`config.mk`:
```
export PLATFORM = sky130hd
export DESIGN_NAME = rr_burst_arbiter
export DESIGN_NICKNAME = d
export VERILOG_FILES = /design/src/rtl/rr_burst_arbiter_pkg.sv /design/src/rtl/rr_burst_arbiter_pick.sv /design/src/rtl/rr_burst_arbiter.sv
export SDC_FILE = /design/constraint.sdc
export NUM_CORES = 1
export LEC_CHECK = 0
export BUFFER_PORTS_ARGS = -buffer_cell sky130_fd_sc_hd__clkbuf_2
export CAP_MARGIN = 20
export CORE_UTILIZATION = 30
export DETAILED_ROUTE_END_ITERATION = 8
export PLACE_DENSITY = 0.79
export SLEW_MARGIN = 20
export SYNTH_ARGS = -nofsm -noshare
export SYNTH_HDL_FRONTEND = slang
export SYNTH_HIERARCHICAL = 1
export SYNTH_SLANG_ARGS = --single-unit
```
`constraint.sdc`:
```
create_clock -name clk -period 2.9 [get_ports clk]
set_input_delay 0.29 -clock clk [delete_from_list [all_inputs] [get_ports clk]]
set_output_delay 0.29 -clock clk [all_outputs]
set_load 0.005 [all_outputs]
```
`src/rtl/rr_burst_arbiter_pkg.sv`:
```
// Shared arbitration types and helpers for the round-robin burst arbiter
// and other round-robin schedulers.
package rr_burst_arbiter_pkg;

    typedef enum logic {
        ARB_IDLE,
        ARB_LOCK
    } arb_state_t;

    // Explicit modulo so a non-power-of-two requester count still wraps to 0.
    function automatic int unsigned next_ptr(input int unsigned id, input int unsigned num);
        return (id + 1 >= num) ? 0 : id + 1;
    endfunction

endpackage

```
`src/rtl/rr_burst_arbiter_pick.sv`:
```
// Round-robin pick: the lowest valid index at or above ptr, else the lowest
// valid index overall.
module rr_pick
    import rr_burst_arbiter_pkg::*;
#(
    parameter int unsigned NUM      = 4,
    parameter int unsigned ID_WIDTH = $clog2(NUM)
) (
    input  logic [NUM-1:0]      req_valid,
    input  logic [ID_WIDTH-1:0] ptr,
    output logic [ID_WIDTH-1:0] grant_id,
    output logic                any_valid
);

    logic [NUM-1:0] mask;
    logic [NUM-1:0] hi;
    logic           hi_found;
    logic           lo_found;
    logic [ID_WIDTH-1:0] hi_id;
    logic [ID_WIDTH-1:0] lo_id;

    // Thermometer mask keeps requesters at or above the pointer.
    always_comb begin
        mask = '0;
        for (int unsigned i = 0; i < NUM; i++) begin
            mask[i] = (ID_WIDTH'(i) >= ptr);
        end
        hi = req_valid & mask;
    end

    always_comb begin
        hi_found = 1'b0;
        lo_found = 1'b0;
        hi_id    = '0;
        lo_id    = '0;
        for (int unsigned i = 0; i < NUM; i++) begin
            if (!hi_found && hi[i]) begin
                hi_found = 1'b1;
                hi_id    = ID_WIDTH'(i);
            end
            if (!lo_found && req_valid[i]) begin
                lo_found = 1'b1;
                lo_id    = ID_WIDTH'(i);
            end
        end
        grant_id  = hi_found ? hi_id : lo_id;
        any_valid = lo_found;
    end

endmodule

```
`src/rtl/rr_burst_arbiter.sv`:
```
// Round-robin burst arbiter: zero-latency pass-through of NUM requesters onto
// one channel, holding the grant until the winning burst's last beat.
module rr_burst_arbiter
    import rr_burst_arbiter_pkg::*;
#(
    parameter int unsigned NUM        = 4,
    parameter int unsigned DATA_WIDTH = 32,
    parameter int unsigned ID_WIDTH   = $clog2(NUM)
) (
    input  logic                           clk,
    input  logic                           rst,
    input  logic                           flush,
    input  logic [NUM-1:0]                 req_valid,
    input  logic [NUM-1:0][DATA_WIDTH-1:0] req_data,
    input  logic [NUM-1:0]                 req_last,
    output logic [NUM-1:0]                 req_ready,
    output logic                           out_valid,
    output logic [DATA_WIDTH-1:0]          out_data,
    output logic                           out_last,
    output logic [ID_WIDTH-1:0]            out_id,
    input  logic                           out_ready
);

    arb_state_t          state;
    logic [ID_WIDTH-1:0] ptr;
    logic [ID_WIDTH-1:0] lock_id;
    logic [ID_WIDTH-1:0] pick_id;
    logic                any_valid;
    logic [ID_WIDTH-1:0] grant;
    logic                beat_valid;
    logic                fire;

    rr_pick #(
        .NUM      (NUM),
        .ID_WIDTH (ID_WIDTH)
    ) u_pick (
        .req_valid (req_valid),
        .ptr       (ptr),
        .grant_id  (pick_id),
        .any_valid (any_valid)
    );

    // A locked requester that drops valid leaves a bubble; no re-arbitration.
    always_comb begin
        grant      = (state == ARB_LOCK) ? lock_id : pick_id;
        beat_valid = (state == ARB_LOCK) ? req_valid[lock_id] : any_valid;
        fire       = beat_valid & out_ready;

        out_valid = 1'b0;
        out_data  = '0;
        out_last  = 1'b0;
        out_id    = '0;
        req_ready = '0;
        if (rst) begin
            out_valid = beat_valid;
            out_data  = req_data[grant];
            out_last  = req_last[grant];
            out_id    = grant;
            if (fire) begin
                req_ready[grant] = 1'b1;
            end
        end
    end

    always_ff @(posedge clk or negedge rst) begin
        if (!rst) begin
            state   <= ARB_IDLE;
            ptr     <= '0;
            lock_id <= '0;
        end else if (flush) begin
            state <= ARB_IDLE;
        end else if (fire) begin
            if (req_last[grant]) begin
                state <= ARB_IDLE;
                ptr   <= ID_WIDTH'(next_ptr(32'(grant), NUM));
            end else begin
                state   <= ARB_LOCK;
                lock_id <= grant;
            end
        end
    end

endmodule
```
==> impl_metrics.yaml, run 1 <==
cts:
  cts.clk_slew.worst_paths_ps: 40
  cts_tree: "done"
  cts_root_buffer: "clkbuf_8"
  ctsLongestPathBuffers: 2
  clock-sinks: 5
  clock_latency_ps: 230
  htreeDepth: 1
  numCtsBuffers: 3
floorplanning:
  ios: 180
  start_util: 0.315
  die_w_um: 72.9
  fp-row-count: 25
  die_h_um: 72.9
  core_sq_um: 4790
  dieArea_sq_um: 5310
finish:
  postLayoutCoreUtil: 0.580
  stdcell_area_sq_um: 2780
  mostFrequentLayoutCells: "clkbuf_2, mux4_2, and2_4"
  nets: 462
  final_common_cell: "clkbuf_2"
  final_cells: 384
  diodes: 0
  drive_above_1_share: 0.836
  areaGrowthSynthToFinish_pct: 84.1
  fill_cells: 409
pwr:
  power_frac_comb: 0.846
  vdd_drop_max_v: 0.000274
  p_sw_frac: 0.371
  p_seq_frac: 0.079
  p_leak_nw: 1.46
  power.internal_w: 0.00115
  power.density_nw_per_um2: 661
  power_frac_clock: 0.074
  p_switching_w: 0.000682
global_routing:
  antenna_found_initial: 0
  grt_pass1_vias: 1927
  use_met2: 0.387
  grt_util_met1: 0.239
  grt_max_degree: 24
  grt_pass1_wl_mm: 8.59
  grt_overflow: 0
  grt.total_usage: 0.213
  gr-usage-met3: 0.0580
  busiest_layer: "met2"
route:
  drt_wl_total_mm: 6.28
  drtIter0Drc: 82
  drc_errors: 0
  antenna_left: 0
  via_per_inst: 5.22
  dr.pass1.iters: 4
  detail_route.wl_per_cell_um: 16.3
  vias: 2004
sta:
  slew_headroom: 0.670
  worst_pin_slew_ps: 481
  tns_ps: 0
  final.period_utilization: 0.973
  finalSetupViolCount: 0
  rsz0062_at_grt: "true"
  max_freq_ghz: 0.354
  finalHoldViolCount: 0
  fin_skew_ps: 7.65
  drv_slew: 0
  min_period_ps: 2820
worst_setup_path:
  endpoint_kind: "output port"
  crit_type: "register to output port"
  cp.arrival_ps: 2530
  start_kind: "register"
  worstPathRequired_ps: 2610
  cp_max_fo: 7
flow_run:
  cap_violations: 0
synth:
  synth-seq-cells: 5
  synthCells: 131
  ys_warn_count: 6
  synth_area_leaders: "mux4_2, and2_1, dfrtp_1"
  ys_seq_area_frac: 0.0830
  syn_nets: 275
  synth_cell_type_count: 31
  netlist.area_leader.share: 0.508
  netlist_area_sq_um: 1510
  avgSynthCellArea_sq_um: 11.5
  synth_top_cell_by_area: "mux4_2"
placed_design:
  numPortBuffers: 179
  dp_cells: 372
  hpwl_mm: 5.12
  placed_cell_area_sq_um: 2500
  gp_congestion: 0.897
hold_path:
  hp-class: "input pin to register"
run_status:
  outcome: "finished, final reports clean"
[critical path, cell delays in order (launching register included)]
cell,delay [ps]
dfrtp_2,450
mux2i_2,180
and2_4,160
a311oi_4,290
mux2i_4,150
clkinv_4,130
clkbuf_16,170
mux4_2,490
and2_4,170
clkbuf_2,100
[power by group through the flow]
stage	logic [W]	clock network, W	registers [W]
2_1_floorplan	0.000880	0	0.000120
3_3_place_gp	0.00125	0	0.000133
3_5_place_dp	0.00129	0	0.000137
4_1_cts	0.00130	0.000137	0.000137
5_1_grt	0.00168	0.000143	0.000151
6_report	0.00155	0.000137	0.000146
[cells in the mapped netlist, drive strengths merged]
| library cell | number |
|---|---|
| clkbuf | 3 |
| nor3b | 1 |
| and3 | 4 |
| nand2 | 6 |
| o21ai | 2 |
| inv | 3 |
| nor2b | 1 |
| mux2 | 2 |
| o31ai | 4 |
| a2bb2oi | 1 |
| a21oi | 2 |
| or2 | 1 |
| mux2i | 5 |
| o211ai | 2 |
| nand3b | 1 |
| nand2b | 2 |
| ha | 4 |
| and2 | 36 |
| mux4 | 34 |
| dfrtp | 5 |
| buf | 7 |
| nor2 | 3 |
| a311oi | 1 |
| a221oi | 1 |
[path summary, 6_finish.rpt]
| path | from | end | slack [ps] | cells after the start |
|---|---|---|---|---|
| setup / recovery | ptr[1]$_DFFE_PN0P_ | out_data[30] | 80 | 9 |
| hold / removal | flush | state$_DFFE_PN0P_ | 220 | 2 |
| setup reg to reg | ptr[1]$_DFFE_PN0P_ | ptr[1]$_DFFE_PN0P_ | 340 | 8 |
| hold reg to reg | lock_id[1]$_DFFE_PN0P_ | lock_id[1]$_DFFE_PN0P_ | 600 | 2 |
| max in group asynchronous | rst | ptr[1]$_DFFE_PN0P_ | 1770 | 3 |
| min in group asynchronous | rst | state$_DFFE_PN0P_ | 530 | 2 |
[routing by layer]
metal,share of wire,vias up
li1,-,897
met1,0.36,940
met2,0.52,145
met3,0.085,22
met4,0.028,0
met5,0,-
[per-stage QoR]
| step | setup slack [ps] | hold WS [ps] | power [W] |
|---|---|---|---|
| final | 77.7 | 219 | 0.00184 |
| after global routing | -18.3 | 224 | 0.00197 |
| after CTS | 23.0 | 219 | 0.00157 |
| after detailed placement | 148 | 216 | 0.00143 |
| after global placement | 240 | 213 | 0.00138 |
| after floorplan | 272 | -5.59 | 0.00100 |
[area by class of cell]
type	instances	area [sq um]	share of cell area
clock buffer	4	45.0	0.0162
multi-input combinational	113	1420	0.510
inverter	3	16.3	0.00586
timing repair buffer	191	1080	0.390
tap	67	83.8	0.0302
sequential	5	126	0.0455
timing repair inverter	1	5.00	0.00180
[cell families (layout without fill, tap and decap cells)]
logic type | Yosys count | in the layout | synth area share
buffers and inverters | 13 | 199 | 0.0415
adder cells (fa/ha/maj) | 4 | 4 | 0.0332
flip-flops | 5 | 5 | 0.0830
AO/OA/AOI/OAI | 13 | 13 | 0.0606
multiplexers | 41 | 41 | 0.567
AND/OR/NAND/NOR | 55 | 55 | 0.215
[what timing repair did]
item / in CTS / in global routing
resized for setup: 1 / 37
buffers inserted: 0 / 2
endpoints found under the hold margin: 1 / 0
gates cloned: 0 / 5
setup endpoints to repair: 32 / 32
pin swaps: 1 / 3
hold buffers: 1 / 0
[registers in the layout, summed over array words and instances (netlist names)]
signal / cells
ptr: 2
lock_id: 2
state: 1
No activity file was read; power rests on OpenSTA's default activity.
==> inputs of run 2 (changes only) <==
CELL_PAD_IN_SITES_DETAIL_PLACEMENT = 1   (was unset)
CELL_PAD_IN_SITES_GLOBAL_PLACEMENT = 2   (was unset)
CORE_UTILIZATION = 16   (was 30)
PLACE_DENSITY = 0.84   (was 0.79)
==> run 2 against run 1 <==
  * Sequential share of layout area barely moved
  * Count of clock-buffer cells in the layout did not move
  * Core utilization fell by 28 points
  * Sequential power fell by 4%
  * Flip-flop and latch count did not move
  * Power fell by 4.4%
  * Register-to-register slack got worse by 50 ps
  * Critical path type unchanged
  * Largest cell class unchanged
==> impl_metrics.yaml, run 2 (synthesis results as in run 1) <==
run_status:
  outcome: "finished, final reports clean"
finish:
  drive_above_1_share: 0.752
  areaGrowthSynthToFinish_pct: 82.7
  reg_top3: "lock_id (2), ptr (2), state (1)"
  final_cells: 434
  final_common_cell: "clkbuf_2"
  mostFrequentLayoutCells: "clkbuf_2, mux4_2, and2_1"
  nets: 468
  diodes: 0
  fill_cells: 1120
  postLayoutCoreUtil: 0.300
worst_setup_path:
  start_kind: "register"
  reg2reg_depth: 9
  cp.arrival_ps: 2520
  worstReg2RegEnd: "ptr[1]$_DFFE_PN0P_"
  worstPathRequired_ps: 2610
  cp_cell_sequence: "mux2i_1 -> and2_0 -> a311oi_2 -> mux2i_4 -> clkinv_4 -> buf_6 -> mux4_2 -> and2_1 -> clkbuf_2"
  cp_max_fo: 7
  crit_family: "multiplexers"
  r2r_start: "ptr[1]$_DFFE_PN0P_"
  slowest_delay_ps: 500
  rrSetupSlack_ps: 290
  crit_type: "register to output port"
  crit_buf_inv: 3
  endpoint_kind: "output port"
  cp_slowest_cell: "mux4_2"
cts:
  clock_latency_ps: 230
  ctsLongestPathBuffers: 2
  cts_tree: "done"
  cts.clk_slew.worst_paths_ps: 40
  numCtsBuffers: 3
  cts_root_buffer: "clkbuf_8"
  clock-sinks: 5
  htreeDepth: 1
pwr:
  power.internal_w: 0.00108
  p_seq_frac: 0.080
  vdd_drop_max_v: 0.000176
  p_leak_nw: 1.42
  p_total_w: 0.00175
  power.density_nw_per_um2: 637
  power_frac_comb: 0.841
  power_frac_clock: 0.079
  p_switching_w: 0.000676
  p_sw_frac: 0.385
floorplanning:
  fp-row-count: 35
  dieArea_sq_um: 9810
  die_w_um: 99.1
  die_h_um: 99.1
  ios: 180
  start_util: 0.164
  core_sq_um: 9200
global_routing:
  antenna_found_initial: 0
  grt_pass1_wl_mm: 10.7
  grt.total_usage: 0.141
  grt_pass1_vias: 2049
  grt_overflow: 0
  grt_max_degree: 27
route:
  drtIter0Drc: 73
  via_per_inst: 4.46
  drt_wl_total_mm: 7.18
  vias: 1936
  dr.pass1.iters: 4
  drc_errors: 0
  detail_route.wl_per_cell_um: 16.6
  antenna_left: 0
flow_run:
  cap_violations: 0
hold_path:
  hold_start: "flush"
  min_path_cells: 2
  hp-class: "input pin to register"
  hold_path_end: "state$_DFFE_PN0P_"
sta:
  finalHoldViolCount: 0
  slew_headroom: 0.786
  fin_skew_ps: 2.73
  fin_hold_ws_ps: 233
  max_freq_ghz: 0.356
  rsz0062_at_grt: "true"
  finalSetupViolCount: 0
  worst_pin_slew_ps: 322
  min_period_ps: 2810
  drv_slew: 0
  final.period_utilization: 0.969
placed_design:
  gp_congestion: 0.774
  hpwl_mm: 6.32
  numPortBuffers: 179
  dp_cells: 420
## run 2: worst max-delay path by stage
stage	endpoint	cells after the start	from
global placement	out_data[1]	9	ptr[1]$_DFFE_PN0P_
finish	out_data[7]	9	ptr[1]$_DFFE_PN0P_
CTS	out_data[21]	9	ptr[1]$_DFFE_PN0P_
floorplan	out_data[0]	8	ptr[1]$_DFFE_PN0P_
global route	out_data[3]	10	ptr[0]$_DFFE_PN0P_
detailed placement	out_data[5]	9	ptr[1]$_DFFE_PN0P_
## run 2: power groups by stage
stage,Clock [W],Sequential [W],Combinational [W]
floorplan,0,0.000120,0.000880
global placement,0,0.000134,0.00132
detailed placement,0,0.000138,0.00136
CTS,0.000142,0.000138,0.00140
global route,0.000145,0.000144,0.00161
finish,0.000139,0.000140,0.00148
## run 2: per-layer routing
layer	global-route usage	up-vias	share of wire
met1	0.167	916	0.39
met3	0.0248	5	0.076
met2	0.264	106	0.53
met4	0.0305	0	0.0085
li1	-	909	-
met5	0	-	0
## run 2: area by class of cell
cell class                      instances  area [sq um]  share of cell area
Timing Repair Buffer                  198          1090               0.397
Multi-Input combinational cell        113          1330               0.482
Inverter                                3          21.3             0.00772
Tap cell                              111           139              0.0504
Clock buffer                            4          45.0              0.0163
Sequential cell                         5           126              0.0459
## run 2: worst reg2reg max path, delay by kind of cell (launching register included)
kind	cells	cell delay (ps)
AOI/OAI and AO/OA	1	330
and+or+nand+nor	2	350
DFF	1	440
buffers and inverters	2	240
muxes	4	1130
## run 2: stage by stage
stage          TNS, ps  setup WS, ps  cell area, sq um
2_1_floorplan        0           272              1510
3_3_place_gp         0           187              2590
3_5_place_dp         0          36.6              2590
4_1_cts              0          26.3              2670
5_1_grt           -195         -26.8              2760
6_report             0          89.7              2760
## run 2: timing repair
| action | CTS | global route |
|---|---|---|
| endpoints found under the setup margin | 33 | 29 |
| endpoints found under the hold margin | 2 | 0 |
| pin swaps | 1 | 1 |
| gates cloned | 0 | 1 |
| resized for setup | 4 | 5 |
| buffers inserted | 2 | 6 |
| hold buffers | 1 | 0 |
==> inputs of run 3 (changes only) <==
PLACE_DENSITY = unset   (was 0.84)
PLACE_DENSITY_LB_ADDON = 0.1   (was unset)
==> run 3 against run 2 <==
  * Sequential share of layout area increased by 0.087 points
  * Clock skew rose by 3.0 ps
  * Largest power group unchanged
  * Worst setup slack improved by 77 ps
  * Die area did not move
  * Power decreased by 5.0%
  * Count of clock-buffer cells in the layout stayed put
  * First-iteration DRC count down 41%
  * Via count fell by 0.52%
  * Combinational power shrank 5%
  * Non-clock buffer count fell by 9
  * Critical endpoint is now out_data[30]
==> impl_metrics.yaml, run 3 (synthesis results as in run 1) <==
run_status:
  outcome: "finished, final reports clean"
sta:
  drv_slew: 0
  rsz0062_at_grt: "false"
  finalHoldViolCount: 0
  max_freq_ghz: 0.366
  finalSetupViolCount: 0
  tns_ps: 0
  fin_hold_ws_ps: 235
  final.period_utilization: 0.943
  worst_pin_slew_ps: 463
  layout_setup_ws_ps: 166
  min_period_ps: 2730
  fin_skew_ps: 5.68
  slew_headroom: 0.685
worst_setup_path:
  crit_buf_inv: 3
  worstReg2RegEnd: "ptr[1]$_DFFE_PN0P_"
  rrSetupSlack_ps: 410
  crit_family: "multiplexers"
  worstPathRequired_ps: 2610
  r2r_start: "ptr[0]$_DFFE_PN0P_"
  endpoint_kind: "output port"
  cp_max_fo: 9
  cp_slowest_cell: "mux4_2"
  start_kind: "register"
  cp.arrival_ps: 2440
  reg2reg_depth: 8
  slowest_delay_ps: 490
  crit_type: "register to output port"
  cp_cell_sequence: "mux2i_1 -> and2_0 -> a311oi_2 -> mux2i_4 -> clkinv_4 -> clkbuf_16 -> mux4_2 -> and2_1 -> clkbuf_2"
pwr:
  power_frac_clock: 0.079
  power.density_nw_per_um2: 617
  vdd_drop_max_v: 0.000190
  p_leak_nw: 1.38
  power.internal_w: 0.00103
  p_sw_frac: 0.380
  p_switching_w: 0.000633
  p_seq_frac: 0.084
  power_frac_comb: 0.838
placed_design:
  dp_cells: 418
  hpwl_mm: 6.12
  numPortBuffers: 179
  gp_congestion: 0.720
  dp_slack_ps: 179
route:
  highest_layer: "met4"
  detail_route.wl_per_cell_um: 16.8
  wl_met2_mm: 3.71
  drtIter0Drc: 43
  antenna_left: 0
  drt_wl_total_mm: 7.16
  drc_errors: 0
  dr.pass1.iters: 4
  m1WireLength_mm: 2.77
  wl_met3_um: 597
  via_per_inst: 4.53
  vias: 1926
cts:
  ctsLongestPathBuffers: 2
  cts_tree: "done"
  cts_root_buffer: "clkbuf_8"
  htreeDepth: 1
  cts.clk_slew.worst_paths_ps: 40
  clock-sinks: 5
  numCtsBuffers: 3
  clock_latency_ps: 220
floorplanning:
  core_sq_um: 9200
  die_w_um: 99.1
  dieArea_sq_um: 9810
  start_util: 0.164
  ios: 180
  fp-row-count: 35
  die_h_um: 99.1
hold_path:
  hold_path_end: "state$_DFFE_PN0P_"
  hp-class: "input pin to register"
  hold_start: "flush"
  min_path_cells: 2
finish:
  register_area_sq_um: 126
  diodes: 0
  fill_cells: 1111
  mostFrequentLayoutCells: "clkbuf_2, and2_1, mux4_2"
  final_common_cell: "clkbuf_2"
  postLayoutCoreUtil: 0.294
  reg_top3: "lock_id (2), ptr (2), state (1)"
  multi_input_area_sq_um: 1330
  final_cells: 425
  nets: 459
  areaGrowthSynthToFinish_pct: 79.3
  drive_above_1_share: 0.745
flow_run:
  cap_violations: 0
global_routing:
  antenna_found_initial: 0
  grt_max_degree: 35
  grt_pass1_vias: 2024
  grt.total_usage: 0.142
  grt_pass1_wl_mm: 10.8
  grt_overflow: 0
run 3: metrics by stage:
stage	power (W)	area, sq um
final	0.00167	2700
after floorplan	0.00100	1510
after global placement	0.00150	2600
after CTS	0.00166	2660
after detailed placement	0.00151	2600
after global routing	0.00183	2700
run 3: how the worst max path moves through the flow:
stage,slack (ps),start,to,cells after the start
after floorplan,270,ptr[1]$_DFFE_PN0P_,out_data[0],8
after global placement,190,ptr[1]$_DFFE_PN0P_,out_data[26],9
after detailed placement,180,ptr[1]$_DFFE_PN0P_,out_data[8],9
after CTS,10,ptr[1]$_DFFE_PN0P_,out_data[8],9
after global routing,5,ptr[0]$_DFFE_PN0P_,out_data[4],9
final,170,ptr[1]$_DFFE_PN0P_,out_data[30],9
run 3: layout make-up:
class / count / area share
clock buffer: 4 / 0.0167
inverter: 3 / 0.00694
multi-input combinational: 113 / 0.492
sequential: 5 / 0.0467
tap: 111 / 0.0514
timing repair buffer: 189 / 0.386
run 3: repair_timing:
item | in CTS | in global routing
buffers inserted | 0 | 1
gates resized for setup | 2 | 4
hold buffers | 1 | 0
cloned | 0 | 1
hold endpoints to repair | 5 | 0
endpoints found under the setup margin | 24 | 33
pin swaps | 0 | 1
run 3: routing by layer:
layer / global-route usage / vias to the layer above
met4: 0.0238 / 0
met2: 0.261 / 107
li1: - / 893
met3: 0.0369 / 6
met5: 0 / -
met1: 0.168 / 920
run 3: power by group through the flow:
stage / sequential (W) / combinational (W) / clock [W]
4_1_cts: 0.000138 / 0.00139 / 0.000135
2_1_floorplan: 0.000120 / 0.000880 / 0
3_3_place_gp: 0.000136 / 0.00136 / 0
3_5_place_dp: 0.000136 / 0.00137 / 0
6_report: 0.000140 / 0.00140 / 0.000131
5_1_grt: 0.000147 / 0.00155 / 0.000141
run 3: worst reg2reg max path: cells and delay by family (launching register included):
family,cells,cell delay (ps)
AOI/OAI and AO/OA,2,330
buffers and inverters,2,270
DFF,1,420
muxes,3,1080
and+or+nand+nor,1,280
